===== config.mk =====
export PLATFORM = sky130hd
export DESIGN_NAME = aes_key_schedule_ctrl
export DESIGN_NICKNAME = d
export VERILOG_FILES = /design/src/rtl/aes_pkg.sv /design/src/rtl/aes_sbox.sv /design/src/rtl/aes_key_schedule_ctrl.sv
export SDC_FILE = /design/constraint.sdc
export NUM_CORES = 2
export LEC_CHECK = 0
export BUFFER_PORTS_ARGS = -buffer_cell sky130_fd_sc_hd__buf_2
export CAP_MARGIN = 5
export CORE_MARGIN = 8
export CORE_UTILIZATION = 40
export DETAILED_ROUTE_END_ITERATION = 6
export PLACE_DENSITY = 0.66
export SYNTH_ARGS = -nofsm -noshare
export SYNTH_HDL_FRONTEND = slang
export SYNTH_HIERARCHICAL = 1
export SYNTH_SLANG_ARGS = --single-unit

===== constraint.sdc =====
create_clock -name clock -period 11 [get_ports clock]
set_input_delay 0.55 -clock clock [delete_from_list [all_inputs] [get_ports clock]]
set_output_delay 0.55 -clock clock [all_outputs]
set_load 0.01 [all_outputs]

===== src/rtl/aes_pkg.sv =====
// aes_pkg: shared constants, state encoding and GF(2^8) helper for the AES key schedule.
package aes_pkg;
  typedef enum logic [1:0] {KS_IDLE = 2'd0, KS_LOAD = 2'd1, KS_EXPAND = 2'd2, KS_DONE = 2'd3} ks_state_t;
  localparam logic [7:0] RCON_INIT = 8'h01;
  localparam int NUM_WORDS = 44;
  function automatic logic [7:0] xtime(input logic [7:0] b);
    return {b[6:0], 1'b0} ^ (b[7] ? 8'h1b : 8'h00);
  endfunction
endpackage


===== src/rtl/aes_sbox.sv =====
// aes_sbox: combinational AES forward S-box lookup.
module aes_sbox (
  input  logic [7:0] a,
  output logic [7:0] y
);
  localparam logic [0:255][7:0] SBOX = {
    8'h63, 8'h7c, 8'h77, 8'h7b, 8'hf2, 8'h6b, 8'h6f, 8'hc5, 8'h30, 8'h01, 8'h67, 8'h2b, 8'hfe, 8'hd7, 8'hab, 8'h76,
    8'hca, 8'h82, 8'hc9, 8'h7d, 8'hfa, 8'h59, 8'h47, 8'hf0, 8'had, 8'hd4, 8'ha2, 8'haf, 8'h9c, 8'ha4, 8'h72, 8'hc0,
    8'hb7, 8'hfd, 8'h93, 8'h26, 8'h36, 8'h3f, 8'hf7, 8'hcc, 8'h34, 8'ha5, 8'he5, 8'hf1, 8'h71, 8'hd8, 8'h31, 8'h15,
    8'h04, 8'hc7, 8'h23, 8'hc3, 8'h18, 8'h96, 8'h05, 8'h9a, 8'h07, 8'h12, 8'h80, 8'he2, 8'heb, 8'h27, 8'hb2, 8'h75,
    8'h09, 8'h83, 8'h2c, 8'h1a, 8'h1b, 8'h6e, 8'h5a, 8'ha0, 8'h52, 8'h3b, 8'hd6, 8'hb3, 8'h29, 8'he3, 8'h2f, 8'h84,
    8'h53, 8'hd1, 8'h00, 8'hed, 8'h20, 8'hfc, 8'hb1, 8'h5b, 8'h6a, 8'hcb, 8'hbe, 8'h39, 8'h4a, 8'h4c, 8'h58, 8'hcf,
    8'hd0, 8'hef, 8'haa, 8'hfb, 8'h43, 8'h4d, 8'h33, 8'h85, 8'h45, 8'hf9, 8'h02, 8'h7f, 8'h50, 8'h3c, 8'h9f, 8'ha8,
    8'h51, 8'ha3, 8'h40, 8'h8f, 8'h92, 8'h9d, 8'h38, 8'hf5, 8'hbc, 8'hb6, 8'hda, 8'h21, 8'h10, 8'hff, 8'hf3, 8'hd2,
    8'hcd, 8'h0c, 8'h13, 8'hec, 8'h5f, 8'h97, 8'h44, 8'h17, 8'hc4, 8'ha7, 8'h7e, 8'h3d, 8'h64, 8'h5d, 8'h19, 8'h73,
    8'h60, 8'h81, 8'h4f, 8'hdc, 8'h22, 8'h2a, 8'h90, 8'h88, 8'h46, 8'hee, 8'hb8, 8'h14, 8'hde, 8'h5e, 8'h0b, 8'hdb,
    8'he0, 8'h32, 8'h3a, 8'h0a, 8'h49, 8'h06, 8'h24, 8'h5c, 8'hc2, 8'hd3, 8'hac, 8'h62, 8'h91, 8'h95, 8'he4, 8'h79,
    8'he7, 8'hc8, 8'h37, 8'h6d, 8'h8d, 8'hd5, 8'h4e, 8'ha9, 8'h6c, 8'h56, 8'hf4, 8'hea, 8'h65, 8'h7a, 8'hae, 8'h08,
    8'hba, 8'h78, 8'h25, 8'h2e, 8'h1c, 8'ha6, 8'hb4, 8'hc6, 8'he8, 8'hdd, 8'h74, 8'h1f, 8'h4b, 8'hbd, 8'h8b, 8'h8a,
    8'h70, 8'h3e, 8'hb5, 8'h66, 8'h48, 8'h03, 8'hf6, 8'h0e, 8'h61, 8'h35, 8'h57, 8'hb9, 8'h86, 8'hc1, 8'h1d, 8'h9e,
    8'he1, 8'hf8, 8'h98, 8'h11, 8'h69, 8'hd9, 8'h8e, 8'h94, 8'h9b, 8'h1e, 8'h87, 8'he9, 8'hce, 8'h55, 8'h28, 8'hdf,
    8'h8c, 8'ha1, 8'h89, 8'h0d, 8'hbf, 8'he6, 8'h42, 8'h68, 8'h41, 8'h99, 8'h2d, 8'h0f, 8'hb0, 8'h54, 8'hbb, 8'h16
  };
  assign y = SBOX[a];
endmodule


===== src/rtl/aes_key_schedule_ctrl.sv =====
// aes_key_schedule_ctrl: AES-128 key expansion sequencer with 44-word round-key store and zero-latency read port.
module aes_key_schedule_ctrl
  import aes_pkg::*;
#(
  parameter int NUM_ROUNDS = 10,
  parameter int WORD_W     = 32
) (
  input  logic              clock,
  input  logic              reset_n,
  input  logic              key_start,
  input  logic [WORD_W-1:0] key_word_in,
  input  logic [3:0]        rk_round,
  input  logic [1:0]        rk_col,
  output logic [WORD_W-1:0] rk_word,
  output logic              key_expand_done,
  output logic              busy,
  output logic [1:0]        dbg_state,
  output logic [5:0]        dbg_word_idx
);
  ks_state_t state;
  logic [5:0] word_idx;
  logic [7:0] rcon;
  logic [WORD_W-1:0] w [NUM_WORDS];
  logic [WORD_W-1:0] prev, rot, sub, temp;
  assign prev = w[word_idx - 6'd1];
  assign rot = {prev[WORD_W-9:0], prev[WORD_W-1 -: 8]};
  for (genvar g = 0; g < 4; g++) begin : g_sbox
    aes_sbox u_sbox (.a(rot[WORD_W-1-8*g -: 8]), .y(sub[WORD_W-1-8*g -: 8]));
  end
  assign temp = (word_idx[1:0] == 2'd0) ? sub ^ {rcon, 24'h0} : prev;
  always_ff @(posedge clock or negedge reset_n) begin
    if (!reset_n) begin
      state <= KS_IDLE;
      word_idx <= '0;
      rcon <= RCON_INIT;
      key_expand_done <= 1'b0;
      for (int i = 0; i < NUM_WORDS; i++) w[i] <= '0;
    end else if (key_start) begin
      w[0] <= key_word_in;
      rcon <= RCON_INIT;
      word_idx <= 6'd1;
      state <= KS_LOAD;
      key_expand_done <= 1'b0;
    end else if (state == KS_LOAD) begin
      w[word_idx] <= key_word_in;
      word_idx <= word_idx + 6'd1;
      state <= (word_idx == 6'd3) ? KS_EXPAND : KS_LOAD;
    end else if (state == KS_EXPAND) begin
      w[word_idx] <= w[word_idx - 6'd4] ^ temp;
      rcon <= (word_idx[1:0] == 2'd0) ? xtime(rcon) : rcon;
      // index parks at the last word so dbg_word_idx never leaves 0..43
      if (word_idx == 6'(NUM_WORDS - 1)) begin
        state <= KS_DONE;
        key_expand_done <= 1'b1;
      end else begin
        word_idx <= word_idx + 6'd1;
      end
    end
  end
  assign rk_word = (rk_round <= 4'(NUM_ROUNDS)) ? w[{rk_round, rk_col}] : '0;
  assign busy = (state == KS_LOAD) || (state == KS_EXPAND);
  assign dbg_state = state;
  assign dbg_word_idx = word_idx;
endmodule


==> flow_summary_export.csv <==
group,metric,value,unit
drt,avgRoutedWirePerCell,34.9,µm
layout,fillers,23645,
worst_setup_path,critPathArrivalTime,9.98,ns
sta,slew_headroom,-9.34,%
run,maxCapViolCount,2,
clock_tree,clockBufferDepth,3,
sta,finalMaxSlewViolations,21,
place,gp_congestion,1.01,
die,start_util,40.1,%
worst_setup_path,path_max_fanout,32,
worst_setup_path,worstSetupEndpointType,"flip-flop",
place,port_buffers,82,
sta,fin_tns_setup,0,ns
die,core,251000,µm²
worst_setup_path,crit_path_start_kind,"flip-flop",
die,io_pins,83,
die,dieArea,268000,µm²
drt,top_layer,"met5",
worst_setup_path,cp_slowest_cell,"xor2_4",
grt,grt_max_degree,175,
synth,synth_area_per_cell,9.95,µm²
synth,syn_area,101000,µm²
clock_tree,cts_tree,"built",
synth,synth.area.top_cells,"dfrtp_1, mux4_2, o21ai_0",
synth,syn_inst,10129,
drt,met3WireLength,69.8,mm
clock_tree,clk_latency,0.84,ns
clock_tree,cts.sinks,1425,
die,row_count,184,
sta,hold_viol,0,
place,dp_hpwl,293,mm
outcome,status,"finished, violations left",
sta,finalCritPeriodShare,84.6,%
clock_tree,clk_pin_slew,0.07,ns
worst_setup_path,worst_path_most_repeated_cell,"buf_4",
sta,setup_viol,0,
outcome,violations,"DRC, capacitance limit, slew limit",
layout,nNetsFinal,9712,
synth,synth_edf_count,0,
drt,drcViolationCount,1,
layout,multi_input_area,59800,µm²
drt,wl_met1,155,mm
grt,grt_pass1_wl,655,mm
worst_setup_path,crit_type,"flip-flop to flip-flop",
layout,area_delta_synth_final,7.56,%
drt,wl_met2,188,mm
sta,rsz0062_at_grt,"false",
grt,antenna_found_initial,24,
sta,fin_crit,9.30,ns
synth,ys_types,101,
drt,viasPerCell,7.27,
grt,overflow,0,
drt,ant_nets,0,
synth,synthFlopType,"dfrtp_1",
grt,grt_pass1_vias,90337,
grt,track_usage,32.4,%
sta,fin_worst_skew,0.0452,ns
layout,final_common_cell,"dfrtp_1",
synth,yosys_warnings,6,
synth,synth_top_area_cell,"dfrtp_1",
synth,synthArstFlopShare,100,%
sta,worst_pin_slew,1.64,ns
synth,seq_area_frac_synth,35.4,%
drt,firstDrtPassIters,7,
clock_tree,cts_root_buf,"clkbuf_16",
drt,wl,457,mm
worst_setup_path,crit_required,11.68,ns
sta,clock.fmax,108,MHz
die,die_w,518,µm
worst_setup_path,path_cells,"inv_6, ha_4, xor2_4, buf_4, buf_4, mux2i_1, o211ai_1, a31o_2, inv_1, ha_1, buf_4, nand2b_1, a21oi_1, a2111oi_0, o32ai_1, a22oi_1, nor2_1, nor3_1, o31a_1, buf_4, o21ai_0",
min_path,hp-class,"input port to flip-flop",
layout,drive_gt1_share,22.1,%
drt,first_iter_violations,17100,
layout,layout_common_cells,"dfrtp_1, nand2_1, o21ai_0",
clock_tree,htree_levels,4,
layout,regArea,35700,µm²
synth,synth_nets,10233,
worst_setup_path,critPathMaxStageDelay,0.96,ns
clock_tree,numCtsBuffers,148,
synth,synth_top_area_share,35.4,%
synth,ys_ff_latch,1425,
drt,route.vias.total,95276,
die,die_h,518,µm
[cell type report]
class | instances | share of cell area, %
multi-input combinational | 7548 | 55.1
sequential | 1425 | 32.9
antenna | 29 | 0.0670
inverter | 44 | 0.163
timing repair buffer | 441 | 3.06
tap | 3348 | 3.87
clock inverter | 54 | 0.811
clock buffer | 213 | 3.96
[final timing paths]
kind | from | end | slack [ns] | depth (start not counted)
max in group asynchronous | reset_n | w[36]$_DFFE_PN0P_ | 7.76 | 5
worst min register to register | rcon[0]$_DFFE_PN1P_ | rcon[0]$_DFFE_PN1P_ | 0.49 | 2
worst min-delay path | key_word_in[14] | w[1390]$_DFFE_PN0P_ | 0.03 | 3
min in group asynchronous | reset_n | w[114]$_DFFE_PN0P_ | 0.33 | 2
worst max-delay path | dbg_word_idx[0]$_DFFE_PN0P_ | w[453]$_DFFE_PN0P_ | 1.70 | 21
worst max register to register | dbg_word_idx[0]$_DFFE_PN0P_ | w[453]$_DFFE_PN0P_ | 1.70 | 21
[critical path, delay by kind of cell, from the launching register on]
kind,cells,cell delay (ns)
simple gates,3,0.72
buf+inv,6,2.22
compound gates,8,3.46
fa+ha+maj,2,0.85
flops,1,0.68
mux,1,0.13
xor+xnor,1,0.96
[flip-flops by register name (all words and copies together) (netlist names)]
| register | cells |
|---|---|
| w | 1408 |
| dbg_state | 2 |
| dbg_word_idx | 6 |
| key_expand_done | 1 |
| rcon | 8 |
[what timing repair did]
item,4_1_cts,5_1_grt
hold buffers,3,0
endpoints found under the hold margin,140,0
buffers inserted,0,0
endpoints found under the setup margin,0,0
resized for setup,0,0
[Yosys cell counts, types with 66 or more instances]
| master | number |
|---|---|
| clkbuf_1 | 601 |
| buf_4 | 74 |
| o22ai_1 | 66 |
| nor2_1 | 858 |
| nand2_1 | 1260 |
| dfrtp_1 | 1424 |
| nand3_1 | 141 |
| nand2b_1 | 90 |
| a21oi_2 | 80 |
| buf_6 | 96 |
| nor2b_1 | 100 |
| mux4_2 | 871 |
| o21ai_0 | 1007 |
| mux2_2 | 291 |
| o211ai_1 | 92 |
| a22oi_1 | 179 |
| a311oi_1 | 77 |
| a31oi_1 | 99 |
| a221oi_1 | 158 |
| nor3_1 | 136 |
| a21oi_1 | 845 |
| buf_1 | 78 |
| mux2i_1 | 231 |
| buf_2 | 248 |
[layer usage]
metal,vias to the layer above,global-route usage [%]
met5,-,0
met4,12,24.4
met3,2351,13.1
met2,8812,45.8
li1,37392,-
met1,46709,39.7
[cells by family after synthesis]
kind of cell | after synthesis | synth area share (%)
AOI/OAI and AO/OA | 3283 | 20.9
buffers and inverters | 1156 | 5.75
muxes | 1403 | 25.2
DFF | 1425 | 35.4
adders and majority gates | 63 | 0.782
and+or+nand+nor | 2769 | 11.7
xor gates and xnor gates | 30 | 0.287
[through the flow]
stage	instance area, µm²	cells	hold WS (ns)	worst slack (ns)	utilization [%]
after floorplan	101000	10129	0.254	3.76	-
after global placement	103000	12802	0.475	2.31	41.1
after detailed placement	103000	12802	0.477	2.23	41.1
after CTS	108000	13072	0.00764	2.21	43.1
after global routing	108000	13077	0.0435	1.66	43.2
final	108000	13102	0.0332	1.70	43.2
Power is left out: the tool's default activity adds up to more than one toggle a clock period on the data nets, which glitch-free logic cannot reach.
